[src/rtl/ps2_pkg.sv]
// Shared definitions for the PS/2 key encoder.
//   - Prefix byte values (E0 extended, F0 release, E1 pause).
//   - Bytes that are keyboard status/ack replies rather than key codes.
//   - Bit positions inside the 11-bit ps2_key event word.
//   - Prefix FSM state encoding and a non-key byte classifier.
package ps2_pkg;

    localparam logic [7:0] PFX_EXT   = 8'hE0;
    localparam logic [7:0] PFX_REL   = 8'hF0;
    localparam logic [7:0] PFX_PAUSE = 8'hE1;

    localparam int NUM_NON_KEY = 6;
    localparam logic [7:0] NON_KEY_BYTES [NUM_NON_KEY] =
        '{8'h00, 8'hAA, 8'hEE, 8'hFA, 8'hFE, 8'hFF};

    localparam int KEY_TOGGLE  = 10;
    localparam int KEY_PRESSED = 9;
    localparam int KEY_EXT     = 8;

    typedef enum logic {
        PFX_IDLE = 1'b0,
        PFX_SKIP = 1'b1
    } pfx_state_t;

    // True for replies (BAT result, echo, ack, resend, error) that must
    // never be reported as a key.
    function automatic logic is_non_key(input logic [7:0] b);
        logic hit;
        hit = 1'b0;
        for (int i = 0; i < NUM_NON_KEY; i++) begin
            if (b == NON_KEY_BYTES[i]) hit = 1'b1;
        end
        return hit;
    endfunction

endpackage

[src/rtl/ps2_key_encoder_if.sv]
// Signal bundle between a PS/2 keyboard connection and the key encoder.
//   ps2_clk_in / ps2_data_in : raw, asynchronous keyboard lines
//   ps2_key                  : event word ([10] toggle, [9] pressed, [8] E0, [7:0] code)
//   frame_err                : one-cycle pulse on framing/parity/timeout error
//   busy                     : frame in progress
//   state_dbg                : prefix FSM state, for observation only
// master = keyboard side, slave = encoder.
interface ps2_key_encoder_if;
    import ps2_pkg::*;

    logic        ps2_clk_in;
    logic        ps2_data_in;
    logic [10:0] ps2_key;
    logic        frame_err;
    logic        busy;
    pfx_state_t  state_dbg;

    modport master (
        output ps2_clk_in, ps2_data_in,
        input  ps2_key, frame_err, busy, state_dbg
    );

    modport slave (
        input  ps2_clk_in, ps2_data_in,
        output ps2_key, frame_err, busy, state_dbg
    );
endinterface

[src/rtl/ps2_frame_rx.sv]
// PS/2 device-to-host frame receiver.
//   clk_i, rst_i        : system clock, asynchronous active-high reset
//   ps2_clk_i/data_i    : raw keyboard lines (asynchronous)
//   byte_valid_o/byte_o : one-cycle strobe with a good byte
//   err_o               : one-cycle strobe on parity/stop/timeout error
//   busy_o              : start bit accepted, stop bit not yet processed
// byte_valid_o is a push-only strobe with no ready: the consumer must
// take the byte in the cycle the strobe is high.
module ps2_frame_rx #(
    parameter int FILTER_LEN  = 8,
    parameter int TIMEOUT_CYC = 48000
) (
    input  logic       clk_i,
    input  logic       rst_i,
    input  logic       ps2_clk_i,
    input  logic       ps2_data_i,
    output logic       byte_valid_o,
    output logic [7:0] byte_o,
    output logic       err_o,
    output logic       busy_o
);
    localparam int FCW = $clog2(FILTER_LEN + 1);
    localparam int TCW = $clog2(TIMEOUT_CYC + 1);

    logic [1:0]     clk_sync_q, data_sync_q;
    logic           filt_q;
    logic [FCW-1:0] fcnt_q;
    logic [3:0]     bcnt_q;
    logic [8:0]     sr_q;     // [7:0] data, [8] parity once complete
    logic [TCW-1:0] tcnt_q;
    logic           byte_valid_q, err_q;
    logic [7:0]     byte_q;

    logic clk_s, data_s, filt_flip, fall, timeout;

    assign clk_s  = clk_sync_q[1];
    assign data_s = data_sync_q[1];
    // The filtered clock only moves on the FILTER_LEN-th consecutive
    // sample that disagrees with it.
    assign filt_flip = (clk_s != filt_q) && (fcnt_q == FCW'(FILTER_LEN - 1));
    assign fall      = filt_flip && filt_q;
    assign timeout   = (bcnt_q != 4'd0) && !fall && (tcnt_q == TCW'(TIMEOUT_CYC - 1));

    always_ff @(posedge clk_i or posedge rst_i) begin
        if (rst_i) begin
            clk_sync_q   <= 2'b11;
            data_sync_q  <= 2'b11;
            filt_q       <= 1'b1;
            fcnt_q       <= '0;
            bcnt_q       <= 4'd0;
            sr_q         <= '0;
            tcnt_q       <= '0;
            byte_valid_q <= 1'b0;
            byte_q       <= 8'h00;
            err_q        <= 1'b0;
        end else begin
            clk_sync_q  <= {clk_sync_q[0], ps2_clk_i};
            data_sync_q <= {data_sync_q[0], ps2_data_i};

            if (clk_s == filt_q) begin
                fcnt_q <= '0;
            end else if (filt_flip) begin
                filt_q <= clk_s;
                fcnt_q <= '0;
            end else begin
                fcnt_q <= fcnt_q + FCW'(1);
            end

            byte_valid_q <= 1'b0;
            err_q        <= 1'b0;

            if (fall) begin
                tcnt_q <= '0;
                if (bcnt_q == 4'd0) begin
                    // A high start bit is line noise, not a frame.
                    if (!data_s) bcnt_q <= 4'd1;
                end else if (bcnt_q != 4'd10) begin
                    sr_q   <= {data_s, sr_q[8:1]};
                    bcnt_q <= bcnt_q + 4'd1;
                end else begin
                    bcnt_q <= 4'd0;
                    if ((^sr_q) && data_s) begin
                        byte_valid_q <= 1'b1;
                        byte_q       <= sr_q[7:0];
                    end else begin
                        err_q <= 1'b1;
                    end
                end
            end else if (bcnt_q != 4'd0) begin
                if (timeout) begin
                    bcnt_q <= 4'd0;
                    tcnt_q <= '0;
                    err_q  <= 1'b1;
                end else begin
                    tcnt_q <= tcnt_q + TCW'(1);
                end
            end else begin
                tcnt_q <= '0;
            end
        end
    end

    assign byte_valid_o = byte_valid_q;
    assign byte_o       = byte_q;
    assign err_o        = err_q;
    assign busy_o       = (bcnt_q != 4'd0);

endmodule

[src/rtl/ps2_key_encoder.sv]
// PS/2 keyboard to ps2_key event word encoder.
//   clk_sys : system clock
//   reset   : asynchronous active-high reset
//   bus     : slave side of ps2_key_encoder_if (raw lines in; ps2_key,
//             frame_err, busy, state_dbg out)
// Frame reception lives in ps2_frame_rx; this level folds E0/F0/E1
// prefixes into flags and emits one toggled event per make/break code.
module ps2_key_encoder
    import ps2_pkg::*;
#(
    parameter int FILTER_LEN  = 8,
    parameter int TIMEOUT_CYC = 48000,
    parameter int PAUSE_SKIP  = 7
) (
    input  logic              clk_sys,
    input  logic              reset,
    ps2_key_encoder_if.slave  bus
);
    localparam int SKW = $clog2(PAUSE_SKIP + 1);

    logic       rx_valid, rx_err;
    logic [7:0] rx_byte;

    pfx_state_t  state_q, state_d;
    logic        ext_q, ext_d, rel_q, rel_d;
    logic [SKW-1:0] skip_q, skip_d;
    logic [10:0] key_q, key_d;

    ps2_frame_rx #(
        .FILTER_LEN (FILTER_LEN),
        .TIMEOUT_CYC(TIMEOUT_CYC)
    ) u_rx (
        .clk_i       (clk_sys),
        .rst_i       (reset),
        .ps2_clk_i   (bus.ps2_clk_in),
        .ps2_data_i  (bus.ps2_data_in),
        .byte_valid_o(rx_valid),
        .byte_o      (rx_byte),
        .err_o       (rx_err),
        .busy_o      (bus.busy)
    );

    always_ff @(posedge clk_sys or posedge reset) begin
        if (reset) begin
            state_q <= PFX_IDLE;
            ext_q   <= 1'b0;
            rel_q   <= 1'b0;
            skip_q  <= '0;
            key_q   <= '0;
        end else begin
            state_q <= state_d;
            ext_q   <= ext_d;
            rel_q   <= rel_d;
            skip_q  <= skip_d;
            key_q   <= key_d;
        end
    end

    always_comb begin
        state_d = state_q;
        ext_d   = ext_q;
        rel_d   = rel_q;
        skip_d  = skip_q;
        key_d   = key_q;

        if (rx_err) begin
            // A damaged frame may have been a prefix; forget all context.
            state_d = PFX_IDLE;
            ext_d   = 1'b0;
            rel_d   = 1'b0;
        end else if (rx_valid) begin
            case (state_q)
                PFX_IDLE: begin
                    if (rx_byte == PFX_EXT) begin
                        ext_d = 1'b1;
                    end else if (rx_byte == PFX_REL) begin
                        rel_d = 1'b1;
                    end else if (rx_byte == PFX_PAUSE) begin
                        // Pause sends a fixed tail of bytes that look like
                        // real keys; swallow them.
                        state_d = PFX_SKIP;
                        skip_d  = SKW'(PAUSE_SKIP);
                        ext_d   = 1'b0;
                        rel_d   = 1'b0;
                    end else begin
                        if (!is_non_key(rx_byte)) begin
                            key_d[KEY_TOGGLE]  = ~key_q[KEY_TOGGLE];
                            key_d[KEY_PRESSED] = ~rel_q;
                            key_d[KEY_EXT]     = ext_q;
                            key_d[7:0]         = rx_byte;
                        end
                        ext_d = 1'b0;
                        rel_d = 1'b0;
                    end
                end
                PFX_SKIP: begin
                    skip_d = skip_q - SKW'(1);
                    if (skip_q == SKW'(1)) state_d = PFX_IDLE;
                end
                default: state_d = PFX_IDLE;
            endcase
        end
    end

    assign bus.ps2_key   = key_q;
    assign bus.frame_err = rx_err;
    assign bus.state_dbg = state_q;

endmodule

[src/flat_wrapper.sv]
// flat-port wrapper written by rule: the top's interface ports become plain ports
module ps2_key_encoder_flat import ps2_pkg::*;
#(
    parameter int FILTER_LEN  = 8,
    parameter int TIMEOUT_CYC = 48000,
    parameter int PAUSE_SKIP  = 7
)
  (clk_sys, reset, bus_ps2_clk_in, bus_ps2_data_in, bus_ps2_key, bus_frame_err, bus_busy, bus_state_dbg);
  ps2_key_encoder_if bus_i ();
  input  logic clk_sys;
  input  logic reset;
  input wire logic [$bits(bus_i.ps2_clk_in)-1:0] bus_ps2_clk_in;
  input wire logic [$bits(bus_i.ps2_data_in)-1:0] bus_ps2_data_in;
  output wire logic [$bits(bus_i.ps2_key)-1:0] bus_ps2_key;
  output wire logic [$bits(bus_i.frame_err)-1:0] bus_frame_err;
  output wire logic [$bits(bus_i.busy)-1:0] bus_busy;
  output wire logic [$bits(bus_i.state_dbg)-1:0] bus_state_dbg;
  assign bus_i.ps2_clk_in = bus_ps2_clk_in;
  assign bus_i.ps2_data_in = bus_ps2_data_in;
  assign bus_ps2_key = bus_i.ps2_key;
  assign bus_frame_err = bus_i.frame_err;
  assign bus_busy = bus_i.busy;
  assign bus_state_dbg = bus_i.state_dbg;
  ps2_key_encoder #(.FILTER_LEN(FILTER_LEN), .TIMEOUT_CYC(TIMEOUT_CYC), .PAUSE_SKIP(PAUSE_SKIP)) u_core (.clk_sys(clk_sys), .reset(reset), .bus(bus_i));
endmodule
[config.mk]
export PLATFORM = sky130hd
export DESIGN_NAME = ps2_key_encoder_flat
export DESIGN_NICKNAME = d
export VERILOG_FILES = /design/src/rtl/ps2_pkg.sv /design/src/rtl/ps2_key_encoder_if.sv /design/src/rtl/ps2_frame_rx.sv /design/src/rtl/ps2_key_encoder.sv /design/src/flat_wrapper.sv
export SDC_FILE = /design/constraint.sdc
export NUM_CORES = 1
export LEC_CHECK = 0
export BUFFER_PORTS_ARGS = -buffer_cell sky130_fd_sc_hd__buf_2
export CORE_MARGIN = 1
export CORE_UTILIZATION = 35
export CTS_CLUSTER_DIAMETER = 50
export DETAILED_ROUTE_END_ITERATION = 7
export GPL_TIMING_DRIVEN = 0
export PLACE_DENSITY = 0.52
export SYNTH_ARGS = -nofsm -noshare
export SYNTH_HDL_FRONTEND = slang
export SYNTH_SLANG_ARGS = --single-unit
[constraint.sdc]
create_clock -name clk_sys -period 5.4 [get_ports clk_sys]
set_clock_uncertainty 0.05 [all_clocks]
set_input_delay 0.54 -clock clk_sys [delete_from_list [all_inputs] [get_ports clk_sys]]
set_output_delay 0.54 -clock clk_sys [all_outputs]
set_load 0.05 [all_outputs]
==> results.md, run 1 <==
Outcome:
- The flow ran to the end, and the final reports show no timing, DRC or antenna violations.

Synthesis:
- The number of synthesized flops with an enable pin is 0.
- The register area share after synthesis is 0.537.
- Synthesis handed over a netlist of 264 instances.
- Among all cell types in the netlist, the one instantiated most often is sky130_fd_sc_hd__dfrtp_1.
- In the post-synthesis netlist, the biggest area contributors are sky130_fd_sc_hd__dfrtp_1 49%, sky130_fd_sc_hd__mux2_2 6.3%, sky130_fd_sc_hd__dfstp_2 4.3%.
- The synthesized design spends more area on one cell type than any other, namely sky130_fd_sc_hd__dfrtp_1.
- The net count after synthesis is 275.
- The flip-flop and latch count after synthesis is 65.
- The async set or reset register ratio after synthesis is 1.00.
- The predominant post-synthesis flop cell is sky130_fd_sc_hd__dfrtp_1.
- The number of warnings issued by yosys is 0.
- The commonest cells after synthesis are 60 x sky130_fd_sc_hd__dfrtp_1, 25 x sky130_fd_sc_hd__nor2_1, 17 x sky130_fd_sc_hd__mux2_2, 17 x sky130_fd_sc_hd__nand2_1, 14 x sky130_fd_sc_hd__inv_1.
- The netlist uses 43 different library cells.
- The area share of the largest cell type after synthesis is 0.494.
- In this run the cell area of the synthesized design comes to around 3000 um2.
- Averaged over all synthesized cells, the footprint is 11.5 um2.

Pwr:
- After layout, the design draws a total of 1.03 mW.
- Power spread over the standard cell area amounts to 294 nW/um2.
- For this design the static power due to leakage is 1.67 nW.
- The worst ir drop on vdd is 138 uV.

Cells and area:
- At the end of the flow, the number of nets in the layout was 303.
- Relative to the synthesized area, the layout overhead comes to 14.7%.
- The finished cells cover approximately 3500 um2.
- The filler cells instantiated in the layout total 801.
- The number of diodes added for antenna fixing is 0.
- The fraction of final layout cells sized beyond drive strength 1 is 0.239.

CTS:
- CTS built an H-tree with a depth of 3.
- Counting along the longest clock path gives a buffer depth of 2.
- For the worst-skew pair, the clock arrives at the later sink with an insertion delay of 0.34 ns.
- Clock-pin slew was measured on the worst setup and hold paths at 0.07 ns.
- The hold buffer count at cts is 0.
- The number of setup buffers added after CTS is 0.
- The number of gates given a new drive strength after cts is 0.
- In this run the clock root is driven by a sky130_fd_sc_hd__clkbuf_8.
- The number of clock buffers added by TritonCTS is 9.
- The TritonCTS clock tree is yes.
- Clock tree synthesis found a total of 65 sinks.

Route:
- The via-per-instance ratio is 4.78.
- The first-iteration detailed-routing DRC count is 63.
- The routed layout has 1921 vias.
- In the routed design, unresolved DRC markers number 0.
- The number of detailed-routing iterations run before antenna repair is 4.
- The routed wire length is ~5 mm.
- The post-route antenna net violation count is 0.
- Dividing the detail-routed wire length by the instance count gives 12.5 um.

Run:
- The max-cap check violation count is 0.

Critical path:
- The count of buffering cells on the critical path with inverters included is 3.
- The data arrival time of the worst path is 1.89 ns.
- For the worst setup path, the data required time is 4.81 ns.
- The startpoint kind of the worst setup timing path is a flop.
- The critical path class is reg2out.
- The worst setup path is captured at an output port.
- Broken down by cell family, the worst path's largest delay share belongs to buffers and inverters.
- The worst reg-to-reg path cell count is 7.
- The total number of cells along the worst setup path is 5.
- The signal on the critical path passes through inv_1, ha_1, nor3b_1, inv_1, buf_2.
- The largest driver fanout on the critical path is 5.
- On the critical path, the stage with the largest delay is an instance of sky130_fd_sc_hd__nor3b_1.
- For this run, the slowest stage of the critical path takes roughly 0.45 ns.
- The most frequent cell on the critical path is sky130_fd_sc_hd__inv_1.

Timing:
- The number of pins with negative max-slew slack in the final report is 0.
- After routing, the total negative slack on setup checks comes to 0 ns.
- In the post-route analysis, the smallest setup slack over all paths is roughly 3 ns.
- The count of final hold-check violations was 0.
- Setup violations remaining at the end of the flow were counted as 0.
- The highest achievable clock rate is 404 MHz.
- The pin slew with the least headroom to its limit is roughly 0.80 ns.
- The relative slew slack is 0.465.
- The shortest period the worst path allows is 2.48 ns.
- Setup repair after global routing left no endpoint under its margin.
- The ratio of final minimum period to clock period is 0.459.

Die:
- For this design the top-level I/O count stands at 18.
- The starting utilization of the core area is 0.366.
- The row count is 33.
- The core area is 8300 um2.
- From left edge to right edge, the die measures 95.2 um.
- The die covers 9060 um2.
- Measured along the y axis, the die boundary spans 95.2 um.

Global routing:
- The via count of the first global-routing pass is roughly 1900.
- The global-route wire length before repair is between 8 and 9 mm.
- The initial antenna violation count is 0.
- The all-layer global routing usage is 0.130.
- The sum of overflow across all layers after global routing is 0.
- The maximum number of pins on one net before global-route repair is between 60 and 70.

Worst hold path:
- Counting instances, the worst hold path has a depth of 1.
- The worst hold path belongs to the class in2reg.

Place:
- The final RePlAce weighted congestion is between 0.7 and 0.8.
- The pre-CTS setup slack is 3.12 ns.
- Input and output buffers added on the ports amount to 17.
- The post-placement cell area is 3260 um2.
- The HPWL after detailed placement is 3.35 mm.
[metrics by stage]
step	hold WS (ns)	cells	utilization
2_1_floorplan	0.295	264	-
3_3_place_gp	0.296	386	0.392
3_5_place_dp	0.298	386	0.392
4_1_cts	0.228	402	0.420
5_1_grt	0.222	402	0.420
6_report	0.250	402	0.420
[cells by family (layout without fill, tap and decap cells)]
| kind of cell | Yosys count | after routing | synth area share |
|---|---|---|---|
| buf+inv | 19 | 52 | 0.0284 |
| mux | 28 | 28 | 0.112 |
| fa+ha+maj | 8 | 8 | 0.0321 |
| xor+xnor | 22 | 22 | 0.0725 |
| simple gates | 91 | 91 | 0.153 |
| flops | 65 | 65 | 0.537 |
| compound gates | 31 | 31 | 0.0638 |
[routing by layer]
metal	track usage	vias to the layer above	share of wire
li1	-	972	-
met1	0.175	913	0.51
met2	0.190	29	0.43
met3	0.0463	7	0.041
met4	0.0492	0	0.015
met5	0	-	0
[placed cells by master (no fill, tap or decap), types with 2 or more instances in the layout]
master	Yosys	final
sky130_fd_sc_hd__nand4_1	4	4
sky130_fd_sc_hd__nor3_1	7	7
sky130_fd_sc_hd__a21oi_1	6	6
sky130_fd_sc_hd__xnor3_1	2	2
sky130_fd_sc_hd__nand2_1	17	17
sky130_fd_sc_hd__o21a_1	5	5
sky130_fd_sc_hd__and3b_1	2	2
sky130_fd_sc_hd__nor4_1	4	4
sky130_fd_sc_hd__nand3_1	11	11
sky130_fd_sc_hd__a22o_1	2	2
sky130_fd_sc_hd__o21ai_0	11	11
sky130_fd_sc_hd__xnor2_1	11	11
sky130_fd_sc_hd__dfrtp_1	60	60
sky130_fd_sc_hd__nor2b_1	6	6
sky130_fd_sc_hd__bufinv_16	0	2
sky130_fd_sc_hd__ha_1	7	7
sky130_fd_sc_hd__dfstp_2	5	5
sky130_fd_sc_hd__mux2_4	8	8
sky130_fd_sc_hd__xor2_1	9	9
sky130_fd_sc_hd__nand2b_1	3	3
sky130_fd_sc_hd__or3_1	3	3
sky130_fd_sc_hd__mux2i_1	3	3
sky130_fd_sc_hd__buf_2	3	20
sky130_fd_sc_hd__inv_1	14	13
sky130_fd_sc_hd__mux2_2	17	17
sky130_fd_sc_hd__nor2_1	25	25
sky130_fd_sc_hd__clkbuf_8	0	11
sky130_fd_sc_hd__or4b_1	2	2
[layout make-up]
type	instances	area [um2]	area share
clock buffer	12	155	0.0445
multi-input combinational	180	1320	0.378
inverter	14	55.1	0.0158
clock inverter	4	73.8	0.0212
tap	105	131	0.0377
buffer	5	33.8	0.00969
timing repair buffer	17	85.1	0.0244
sequential	65	1630	0.468
[power breakdown]
part / switching [mW] / internal [mW] / leakage (nW) / total [mW]
registers: 0.00973 / 0.504 / 0.889 / 0.514
logic: 0.0230 / 0.0161 / 0.668 / 0.0391
clock network: 0.187 / 0.286 / 0.117 / 0.474
total: 0.220 / 0.807 / 1.67 / 1.03
[path summary, 6_finish.rpt]
check,from,endpoint,slack (ns)
max,u_core.u_rx.bcnt_q[0]$_DFFE_PP0P_,bus_busy,2.92
min,bus_ps2_clk_in,u_core.u_rx.clk_sync_q[0]$_DFF_PP1_,0.25
max reg2reg,u_core.u_rx.fcnt_q[0]$_DFF_PP0_,u_core.u_rx.sr_q[1]$_DFFE_PP0P_,3.12
min reg2reg,u_core.u_rx.clk_sync_q[0]$_DFF_PP1_,u_core.u_rx.clk_sync_q[1]$_DFF_PP1_,0.31
max in group asynchronous,reset,u_core.u_rx.bcnt_q[0]$_DFFE_PP0P_,4.47
min in group asynchronous,reset,u_core.bus.ps2_key[8]$_DFFE_PP0P_,0.31
[registers in the layout, summed over array words and instances (netlist names), 2 cells and up]
| signal | count |
|---|---|
| u_core.u_rx.byte_o | 8 |
| u_core.u_rx.fcnt_q | 4 |
| u_core.u_rx.data_sync_q | 2 |
| u_core.u_rx.bcnt_q | 4 |
| u_core.skip_q | 3 |
| u_core.u_rx.tcnt_q | 16 |
| u_core.u_rx.clk_sync_q | 2 |
| u_core.bus.ps2_key | 11 |
| u_core.u_rx.sr_q | 9 |
Power figures use the tool's default switching activity.
==> run 2: changes to the inputs <==
PLACE_DENSITY = 0.54   (was 0.52)
clock period = 2 ns   (was 5.4 ns; I/O delays follow)
==> results.md, run 2 (synthesis results as in run 1) <==
Outcome:
- The flow ran to the end, and the final reports show no timing, DRC or antenna violations.

Route:
- The post-route antenna net violation count was 0 (unchanged).
- The count of vias placed by the detailed router came to 2020 (+5.2%).
- The met3 wire length came to 180 um (-12%).
- The wire length per cell is 12.4 um (-0.91%).
- The routed metal-1 wire length is 2.57 mm (-0.31%).
- The uppermost metal layer occupied by signal nets is met4.
- The via-per-instance ratio is 4.76 (-0.30%).
- The routed wire length is 5.26 mm (+4.5%).
- The met2 wire length was 2.44 mm (+13%).
- The remaining routing DRC violations came to 0 (unchanged).
- The first-iteration detailed-routing DRC count came to 61 (-3.2%).
- The number of detailed-routing iterations run before antenna repair is 4 (unchanged).

Cells and area:
- The number of diodes added for antenna fixing is 0 (unchanged).
- Ranked by flip-flop count, first place goes to u_core.u_rx.tcnt_q.
- The layout filler cell count was 764 (-4.6%).
- The sequential cell area in the final layout is 1630 um2 (about the same).
- The area growth from synthesis to layout is 23.6%.
- In the layout the commonest cells are 59 x sky130_fd_sc_hd__dfrtp_1, 25 x sky130_fd_sc_hd__nor2_1, 19 x sky130_fd_sc_hd__buf_4.
- The final standard cell utilization of the core is 0.452 (+0.0323).
- The commonest non-fill, non-tap cell in the layout is sky130_fd_sc_hd__dfrtp_1.
- The area of the multi-input gates is 1410 um2 (+6.7%).
- The final cell count without fillers is 424 (+5.5%).
- The number of flip-flops under the largest register name is 16 (unchanged).
- The final non-filler cell area is 3750 um2 (+7.7%).
- The fraction of final layout cells sized beyond drive strength 1 is 0.323 (+0.0838).
- The number of nets in the layout is 325 (+7.3%).

Timing:
- For this run, the top clock speed supported by timing is 505 MHz.
- The worst hold slack is 0.308 ns (+0.0576 ns).
- The number of pins with negative max-slew slack in the final report is 0 (unchanged).
- In the finished design, the share of the clock period the worst path needs comes to 0.990.
- The setup TNS is 0 ns (unchanged).
- The relative slew slack is 0.527 (+0.0614).
- The number of setup violations in the final report came to 0 (unchanged).
- The pin slew with the least headroom to its limit is 0.709 ns (-0.0932 ns).
- The shortest period the worst path allows is 1.98 ns.
- The count of final hold-check violations is 0 (unchanged).
- The final worst setup slack is 0.0203 ns (-2.90 ns).
- Setup repair after global routing could not meet its margin everywhere.

Global routing:
- The via count of the first global-routing pass came to 1948 (+4.0%).
- The initial antenna violation count was 0 (unchanged).
- The all-layer global routing usage is 0.134 (+0.00413).
- The global-route wire length before repair came to 9.23 mm (+3.2%).
- The sum of overflow across all layers after global routing was 0 (unchanged).
- The maximum number of pins on one net before global-route repair came to 34 (-48%).

Critical path:
- The data arrival time of the worst path is 2.15 ns (+0.26 ns).
- The critical path data required time came to 2.17 ns (-2.64 ns).
- The sort of element at the end of the critical path is a flop.
- The startpoint kind of the worst setup timing path is a flop.
- The worst reg-to-reg path cell count is 6 (-1).
- The largest driver fanout on the critical path came to 4 (-1).
- The critical path class is reg2reg.

CTS:
- The TritonCTS clock tree is yes.
- The clock latency on the worst-skew pair is 0.33 ns (about the same).
- The number of H-tree branching levels is 3 (unchanged).
- The clock transition at the registers of the reported paths came to 0.08 ns (about the same).
- The number of buffers added by the clock tree synthesis step was 9 (unchanged).
- The deepest clock path buffer count came to 2 (unchanged).
- The tree is rooted in a sky130_fd_sc_hd__clkbuf_8.
- The count of clock tree sinks is 65 (unchanged).

Die:
- The width of the die is 95.2 um (unchanged).
- The count of pins on the block boundary is 18 (unchanged).
- The row count is 33 (unchanged).
- The starting utilization of the core area is 0.366 (unchanged).
- The area of the die came to 9060 um2 (unchanged).
- The height of the die is 95.2 um (unchanged).
- The core area is 8300 um2 (unchanged).

Place:
- The pre-CTS setup slack is -0.210 ns (-3.33 ns).
- The final HPWL from detailed placement was 3.47 mm (+3.6%).
- The post-placement cell area was 3280 um2 (+0.61%).
- The final RePlAce weighted congestion is 0.784 (+3.5%).
- The number of cells in the design after placement is 387 (+0.26%).
- The quantity of I/O buffers inserted on ports is 17 (unchanged).

Pwr:
- The power density over the cells came to 700 nW/um2 (+140%).
- The static leakage power is 1.82 nW (+8.6%).
- The worst ir drop on vdd was 273 uV (+98%).
- The overall power after layout is 2.63 mW (+160%).

Worst hold path:
- The number of instances on the worst hold path is 0 (-1).
- In this run the worst hold path is classified as reg2reg.

Run:
- The max-cap check violation count was 0 (unchanged).
## run 2: final timing paths
kind                                                       from                                    to  slack, ns
max                             u_core.u_rx.sr_q[6]$_DFFE_PP0P_     u_core.u_rx.byte_o[4]$_DFFE_PP0P_       0.02
min                        u_core.u_rx.data_sync_q[0]$_DFF_PP1_  u_core.u_rx.data_sync_q[1]$_DFF_PP1_       0.31
max reg2reg                     u_core.u_rx.sr_q[6]$_DFFE_PP0P_     u_core.u_rx.byte_o[4]$_DFFE_PP0P_       0.02
min reg2reg                u_core.u_rx.data_sync_q[0]$_DFF_PP1_  u_core.u_rx.data_sync_q[1]$_DFF_PP1_       0.31
max in group asynchronous                                 reset  u_core.u_rx.data_sync_q[0]$_DFF_PP1_       0.74
min in group asynchronous                                 reset       u_core.u_rx.fcnt_q[1]$_DFF_PP0_       0.47
## run 2: report_power, final
part	internal, mW	total [mW]	leakage, nW	switching (mW)
registers	1.36	1.39	0.887	0.0263
clock network	0.563	1.09	0.0996	0.525
logic	0.0798	0.152	0.830	0.0721
## run 2: timing repair
| action | CTS | global route |
|---|---|---|
| hold buffers | 3 | 0 |
| setup endpoints to repair | 39 | 35 |
| setup buffers | 4 | 12 |
| endpoints found under the hold margin | 31 | 0 |
| cloned | 2 | 0 |
| gates resized for setup | 23 | 9 |
| pin swaps | 2 | 8 |
## run 2: layout make-up
cell class | count | share of cell area
timing repair buffer | 39 | 0.0737
sequential | 65 | 0.435
clock buffer | 12 | 0.0440
buffer | 5 | 0.0140
clock inverter | 4 | 0.00900
inverter | 14 | 0.0140
tap | 105 | 0.0350
multi-input combinational | 180 | 0.375
## run 2: worst max-delay path, cell delays in order, from the launching register on
cell	delay, ns
sky130_fd_sc_hd__dfrtp_1	0.40
sky130_fd_sc_hd__xnor2_1	0.18
sky130_fd_sc_hd__xnor3_1	0.44
sky130_fd_sc_hd__mux2i_2	0.28
sky130_fd_sc_hd__nand2b_4	0.09
sky130_fd_sc_hd__buf_4	0.16
sky130_fd_sc_hd__mux2_4	0.29
## run 2: metal layers
metal / track usage / vias to the layer above
met1: 0.177 / 976
met3: 0.0415 / 4
met5: 0 / -
met4: 0.0530 / 0
met2: 0.204 / 22
li1: - / 1018
